`config.mk`:
```
export PLATFORM = sky130hd
export DESIGN_NAME = ysyx_22041412_ifetch_rsp
export DESIGN_NICKNAME = d
export VERILOG_FILES = /design/src/rtl/ysyx_22041412_ifetch_rsp.sv
export SDC_FILE = /design/constraint.sdc
export NUM_CORES = 1
export LEC_CHECK = 0
export CAP_MARGIN = 0
export CORE_ASPECT_RATIO = 1.2
export CORE_MARGIN = 2
export CORE_UTILIZATION = 25
export DETAILED_ROUTE_END_ITERATION = 8
export PLACE_DENSITY = 0.52
export SETUP_SLACK_MARGIN = 0.4
export SYNTH_ARGS = -nofsm -noshare
export SYNTH_HDL_FRONTEND = slang
export SYNTH_SLANG_ARGS = --single-unit
```
`constraint.sdc`:
```
create_clock -name clk -period 2.1 [get_ports clk]
set_clock_uncertainty 0.2 [all_clocks]
set_input_delay 0.42 -clock clk [delete_from_list [all_inputs] [get_ports clk]]
set_output_delay 0.42 -clock clk [all_outputs]
set_load 0.02 [all_outputs]
```
`src/rtl/ysyx_22041412_ifetch_rsp.sv`:
```
// ysyx_22041412_ifetch_rsp: responder end of the instruction-fetch handshake.
// Turns one fetch request into a single AXI4-Lite read and returns the selected
// instruction word on the low bits of rsp_data_o with a one-cycle ready pulse.
// Optional feature macro: YSYX_22041412_IFETCH_LINEBUF_EN adds a one-entry
// 64-bit line buffer that answers repeat fetches from the same beat locally.
module ysyx_22041412_ifetch_rsp #(
    parameter int ADDR_W = 32,
    parameter int DATA_W = 64
) (
    input  logic              clk,
    input  logic              rst,
    input  logic              req_valid_i,
    input  logic              req_ack_i,
    input  logic [7:0]        req_size_i,
    input  logic [ADDR_W-1:0] req_addr_i,
    output logic              rsp_ready_o,
    output logic [DATA_W-1:0] rsp_data_o,
    output logic              rsp_err_o,
    output logic              ar_valid_o,
    input  logic              ar_ready_i,
    output logic [ADDR_W-1:0] ar_addr_o,
    output logic [2:0]        ar_prot_o,
    input  logic              r_valid_i,
    output logic              r_ready_o,
    input  logic [DATA_W-1:0] r_data_i,
    input  logic [1:0]        r_resp_i,
    output logic [31:0]       fetch_cnt_o
);

    localparam int HALF_W = DATA_W / 2;

    typedef enum logic [1:0] {IDLE, AR, R, RESP} state_e;

    state_e            state_q, state_d;
    logic              word_hi_q, word_hi_d;
    logic              size_dw_q, size_dw_d;
    logic              ar_valid_q, ar_valid_d;
    logic [ADDR_W-1:0] ar_addr_q, ar_addr_d;
    logic              r_ready_q, r_ready_d;
    logic              rsp_ready_q, rsp_ready_d;
    logic [DATA_W-1:0] rsp_data_q, rsp_data_d;
    logic              rsp_err_q, rsp_err_d;
    logic [31:0]       fetch_cnt_q, fetch_cnt_d;
    logic              req_size_legal;
    logic              unused_addr_bits;

`ifdef YSYX_22041412_IFETCH_LINEBUF_EN
    logic              buf_valid_q, buf_valid_d;
    logic [ADDR_W-4:0] buf_tag_q, buf_tag_d;
    logic [DATA_W-1:0] buf_data_q, buf_data_d;
    logic              buf_hit;

    assign buf_hit = buf_valid_q && (buf_tag_q == req_addr_i[ADDR_W-1:3]);
`endif

    // The two lowest address bits never affect an 8-byte-aligned fetch.
    assign unused_addr_bits = ^req_addr_i[1:0];
    assign req_size_legal   = (req_size_i == 8'h0F) || (req_size_i == 8'hFF);

    // Selects the returned data: whole beat for 8-byte fetches, else the addressed half.
    function automatic logic [DATA_W-1:0] pick_word(input logic [DATA_W-1:0] beat,
                                                    input logic hi, input logic dw);
        logic [DATA_W-1:0] res;
        if (dw) begin
            res = beat;
        end else if (hi) begin
            res = {{HALF_W{1'b0}}, beat[DATA_W-1:HALF_W]};
        end else begin
            res = {{HALF_W{1'b0}}, beat[HALF_W-1:0]};
        end
        return res;
    endfunction

    // Next-state logic for the fetch FSM, its registered outputs and the fetch counter.
    always_comb begin
        state_d     = state_q;
        word_hi_d   = word_hi_q;
        size_dw_d   = size_dw_q;
        ar_valid_d  = ar_valid_q;
        ar_addr_d   = ar_addr_q;
        r_ready_d   = r_ready_q;
        rsp_ready_d = 1'b0;
        rsp_data_d  = rsp_data_q;
        rsp_err_d   = rsp_err_q;
        fetch_cnt_d = fetch_cnt_q + {31'b0, req_ack_i};
`ifdef YSYX_22041412_IFETCH_LINEBUF_EN
        buf_valid_d = buf_valid_q;
        buf_tag_d   = buf_tag_q;
        buf_data_d  = buf_data_q;
`endif
        case (state_q)
            IDLE: begin
                if (req_valid_i) begin
                    word_hi_d = req_addr_i[2];
                    size_dw_d = (req_size_i == 8'hFF);
                    if (!req_size_legal) begin
                        state_d     = RESP;
                        rsp_ready_d = 1'b1;
                        rsp_err_d   = 1'b1;
                        rsp_data_d  = '0;
                    end
`ifdef YSYX_22041412_IFETCH_LINEBUF_EN
                    else if (buf_hit) begin
                        state_d     = RESP;
                        rsp_ready_d = 1'b1;
                        rsp_err_d   = 1'b0;
                        rsp_data_d  = pick_word(buf_data_q, req_addr_i[2], req_size_i == 8'hFF);
                    end
`endif
                    else begin
                        state_d    = AR;
                        ar_valid_d = 1'b1;
                        ar_addr_d  = {req_addr_i[ADDR_W-1:3], 3'b000};
                    end
                end
            end
            AR: begin
                if (ar_ready_i) begin
                    state_d    = R;
                    ar_valid_d = 1'b0;
                    r_ready_d  = 1'b1;
                end
            end
            R: begin
                if (r_valid_i) begin
                    state_d     = RESP;
                    r_ready_d   = 1'b0;
                    rsp_ready_d = 1'b1;
                    rsp_data_d  = pick_word(r_data_i, word_hi_q, size_dw_q);
                    rsp_err_d   = |r_resp_i;
`ifdef YSYX_22041412_IFETCH_LINEBUF_EN
                    if (r_resp_i == 2'b00) begin
                        buf_valid_d = 1'b1;
                        buf_tag_d   = ar_addr_q[ADDR_W-1:3];
                        buf_data_d  = r_data_i;
                    end else begin
                        buf_valid_d = 1'b0;
                    end
`endif
                end
            end
            RESP: begin
                state_d = IDLE;
            end
            default: begin
                state_d = IDLE;
            end
        endcase
    end

    // State and registered outputs; reset drops everything back to an idle, silent port.
    always_ff @(posedge clk or negedge rst) begin
        if (!rst) begin
            state_q     <= IDLE;
            word_hi_q   <= 1'b0;
            size_dw_q   <= 1'b0;
            ar_valid_q  <= 1'b0;
            ar_addr_q   <= '0;
            r_ready_q   <= 1'b0;
            rsp_ready_q <= 1'b0;
            rsp_data_q  <= '0;
            rsp_err_q   <= 1'b0;
            fetch_cnt_q <= '0;
`ifdef YSYX_22041412_IFETCH_LINEBUF_EN
            buf_valid_q <= 1'b0;
            buf_tag_q   <= '0;
            buf_data_q  <= '0;
`endif
        end else begin
            state_q     <= state_d;
            word_hi_q   <= word_hi_d;
            size_dw_q   <= size_dw_d;
            ar_valid_q  <= ar_valid_d;
            ar_addr_q   <= ar_addr_d;
            r_ready_q   <= r_ready_d;
            rsp_ready_q <= rsp_ready_d;
            rsp_data_q  <= rsp_data_d;
            rsp_err_q   <= rsp_err_d;
            fetch_cnt_q <= fetch_cnt_d;
`ifdef YSYX_22041412_IFETCH_LINEBUF_EN
            buf_valid_q <= buf_valid_d;
            buf_tag_q   <= buf_tag_d;
            buf_data_q  <= buf_data_d;
`endif
        end
    end

    assign ar_valid_o  = ar_valid_q;
    assign ar_addr_o   = ar_addr_q;
    assign ar_prot_o   = 3'b100;
    assign r_ready_o   = r_ready_q;
    assign rsp_ready_o = rsp_ready_q;
    assign rsp_data_o  = rsp_data_q;
    assign rsp_err_o   = rsp_err_q;
    assign fetch_cnt_o = fetch_cnt_q;

endmodule

```
==> summary.txt <==
Route
  – DR vias: 5,212
  – Final ANT Viol Nets: 0
  – Routed WL per cell: between 15 and 20 um
  – Post-route DRC: 0
  – Routed vias/inst: 4.44
  – WL final: approximately 21 mm
  – TritonRoute pass-1 iters: 4
  – 1st-iter DRT viols: 175

Yosys
  – Top cells by area, synth: dfrtp_1 52%, mux2_4 12%, mux2_2 6.4%
  – Combinational family with the most area after synthesis: multiplexers
  – Area share of the largest cell type after synthesis: 0.525
  – Mapped cell area: roughly 0.0063 mm^2
  – Syn Area/Cell: 12.2 um^2
  – FF+latch count, synth: 133
  – XOR/XNOR Fraction of Synth Area: 0.0414
  – Asr flop ratio synth: 1.00
  – Adder-cell share of the synthesized area: 0.0118
  – Mux contribution to synthesized area: 0.200
  – Number of enable flip-flop cells after synthesis: 0
  – Post-Syn Instances: between 500 and 600
  – Warning count from the yosys run: 0
  – Synth Area in Simple Gates: 0.133
  – Post-synthesis compound-gate area fraction: 0.0505
  – Post-synth top flop: dfrtp_1
  – Synth area leader: dfrtp_1
  – Sequential-to-total area share from yosys stat: 0.525
  – Post-synth cell types: 34

Floorplanning
  – Core area: 0.0248 mm^2
  – Initial core utilization: 0.255
  – Die width: 149 um
  – Die ar.: between 0.02 and 0.03 mm^2
  – Chip Height: 178 um
  – Rows: 63
  – Ports: between 200 and 250

Cells and area
  – Final nets: 952
  – Share of cells above drive strength 1: 0.455
  – Area Overhead vs Synth: 73.5%
  – Layout Utilization: 0.443
  – Fin area: 0.0110 mm^2

STA
  – Setup-failing EPs final: 27
  – Upper clock frequency limit: roughly 470 MHz
  – Fin crit share: 1.02
  – Setup ws final: -0.0457 ns
  – Worst slew margin: 0.638
  – Unrepaired setup endpoints after global routing: true
  – Final Max Tran Viols: 0
  – Post-layout minimum cycle time: around 2.1 ns
  – Slew at the pin closest to its max-slew limit: 0.542 ns
  – Final Hold Viols: 0

CTS
  – Number of buffers created by CTS: 17
  – Clock Latency Late Sink: ~0.42 ns
  – Max Buffers Root-to-Sink: 2
  – Clock-pin slew on the worst setup and hold paths: 0.07 ns
  – CTS tree: yes
  – Clock sink count: 133
  – CTS root buf: clkbuf_16
  – H-Tree Depth: 4

GRT
  – Initial antenna violation count: 1
  – Vias in the first global route: 5,595
  – Congestion Overflow GR: 0
  – Largest net degree at the start of global routing: approximately 50
  – Gr usage total: 0.153
  – First-pass GRT wire length: approximately 32 mm

Placed design
  – IO buf count: approximately 240
  – Final HPWL DP: between 10 and 15 mm
  – Placed cell area: 0.00945 mm^2
  – Routability cong.: 0.805

Critical path
  – Crit Path Category: in -> reg
  – Critical Path Sink Type: register
  – WP data required: 2.19 ns
  – CP Launch Type: input port
  – Critical Path AT: between 2 and 2.5 ns
  – Crit-path max FO: 5

Flow run
  – Max-cap violations: 0

Power
  – Total power divided by cell area: 998 mW/mm^2
  – Worst vdd rail ir drop: 0.567 mV
  – Pleak: 5.94 nW
  – Total power: around 11 mW

Hold path
  – HP Class: in -> reg

Status
  – Outcome: complete, but fails checks
  – Failing checks: negative setup slack
-- layout make-up --
| class | instances | area, um^2 |
|---|---|---|
| Clock buffer | 20 | 437 |
| Antenna cell | 1 | 2.50 |
| Inverter | 5 | 18.8 |
| Clock inverter | 12 | 228 |
| Fill cell | 2274 | 13800 |
| Tap cell | 325 | 407 |
| Sequential cell | 133 | 3350 |
| Timing Repair Buffer | 329 | 3220 |
| Multi-Input combinational cell | 348 | 3350 |
-- path summary, 6_finish.rpt --
path / startpoint / endpoint / slack, ns / cells after the start
min in group asynchronous: rst / rsp_data_o[19] / 0.29 / 2
worst max register to register: state_q[1] / rsp_data_o[38] / 0 / 7
worst min register to register: fetch_cnt_o[31] / fetch_cnt_o[31] / 0.27 / 1
max in group asynchronous: rst / fetch_cnt_o[5] / 0.81 / 3
worst min-delay path: req_ack_i / fetch_cnt_o[0] / 0.11 / 2
worst max-delay path: req_size_i[6] / ar_addr_o[30] / -0.05 / 9
-- per-stage QoR --
step                      setup WS [ns]  setup TNS, ns  instances  hold WS [ns]
after detailed placement         -0.725         -65.26       1080         0.182
final                           -0.0457         -0.573       1173         0.109
after floorplan                  -0.123          -4.73        522       -0.0756
after global routing            -0.0642          -1.35       1173         0.103
after global placement           -0.705         -63.69       1080         0.174
after CTS                       -0.0387         -0.636       1148         0.266
-- placed cells by master, fill, tap and decap left out, drive strengths merged, types with 3 or more instances in the layout --
| cell type | count |
|---|---|
| clkdlybuf4s50 | 99 |
| inv | 7 |
| nand2 | 79 |
| a21boi | 32 |
| bufinv | 6 |
| buf | 183 |
| conb | 6 |
| ha | 6 |
| nand4 | 10 |
| nor4 | 6 |
| dfrtp | 133 |
| xnor2 | 12 |
| nor2 | 7 |
| and3 | 36 |
| and4 | 7 |
| nand3 | 10 |
| dlymetal6s2s | 28 |
| clkbuf | 28 |
| clkinv | 3 |
| mux2 | 96 |
| xor2 | 18 |
| o21ai | 3 |
| dlygate4sd2 | 3 |
| a21oi | 4 |
| nor3 | 4 |
| clkdlybuf4s15 | 7 |
-- what timing repair did --
action,4_1_cts,5_1_grt
setup buffers,27,17
hold buffers,1,0
endpoints found under the setup margin,248,162
pin swaps,5,44
gates cloned,8,7
hold endpoints to repair,37,0
resized for setup,463,122
-- flip-flops by register name, indices dropped and copies added (netlist names) --
name         cells
fetch_cnt_o     32
rsp_err_o        1
word_hi_q        1
ar_addr_o       29
r_ready_o        1
rsp_data_o      64
ar_valid_o       1
size_dw_q        1
rsp_ready_o      1
state_q          2
-- where the power goes --
part / internal (mW) / switching, mW / total [mW]
clock network: 2.24 / 1.17 / 3.41
logic: 2.31 / 2.11 / 4.42
registers: 2.91 / 0.238 / 3.14
total: 7.46 / 3.52 / 11.0
-- critical path, cell delays in order --
cell     delay (ns)
buf_6          0.09
or4_4          0.53
a21oi_4        0.20
buf_6          0.12
and3_4         0.20
buf_12         0.12
buf_12         0.11
buf_16         0.13
mux2_4         0.30
-- cell usage after synthesis, types with 3 or more instances --
master,count
dfrtp_1,133
nand2_1,79
mux2_4,50
and3_1,36
mux2_2,36
a21boi_0,32
clkbuf_1,20
xor2_1,18
xnor2_1,12
mux2_1,10
nand3_1,10
nand4_1,10
and4_1,7
buf_4,7
buf_6,7
nor2_1,7
ha_1,6
nor4_1,6
inv_1,5
nor3_1,4
a21oi_1,3
o21ai_0,3
-- per-layer routing --
metal / wire length (um) / GRT usage / vias to the layer above
met5: 0 / 0 / -
met4: 374 / 0.0536 / 0
met3: 1230 / 0.0366 / 21
met2: 10500 / 0.257 / 166
met1: 8870 / 0.192 / 2595
li1: - / - / 2430
-- cells by family (layout without fill, tap and decap cells) --
family	count (synthesis)	count (layout)
simple gates	167	167
mux	96	96
other cells	2	7
flops	133	133
buf+inv	41	366
fa+ha+maj	6	6
xor+xnor	30	30
compound gates	43	43
Note: power is estimated with default switching activity, not from simulation.
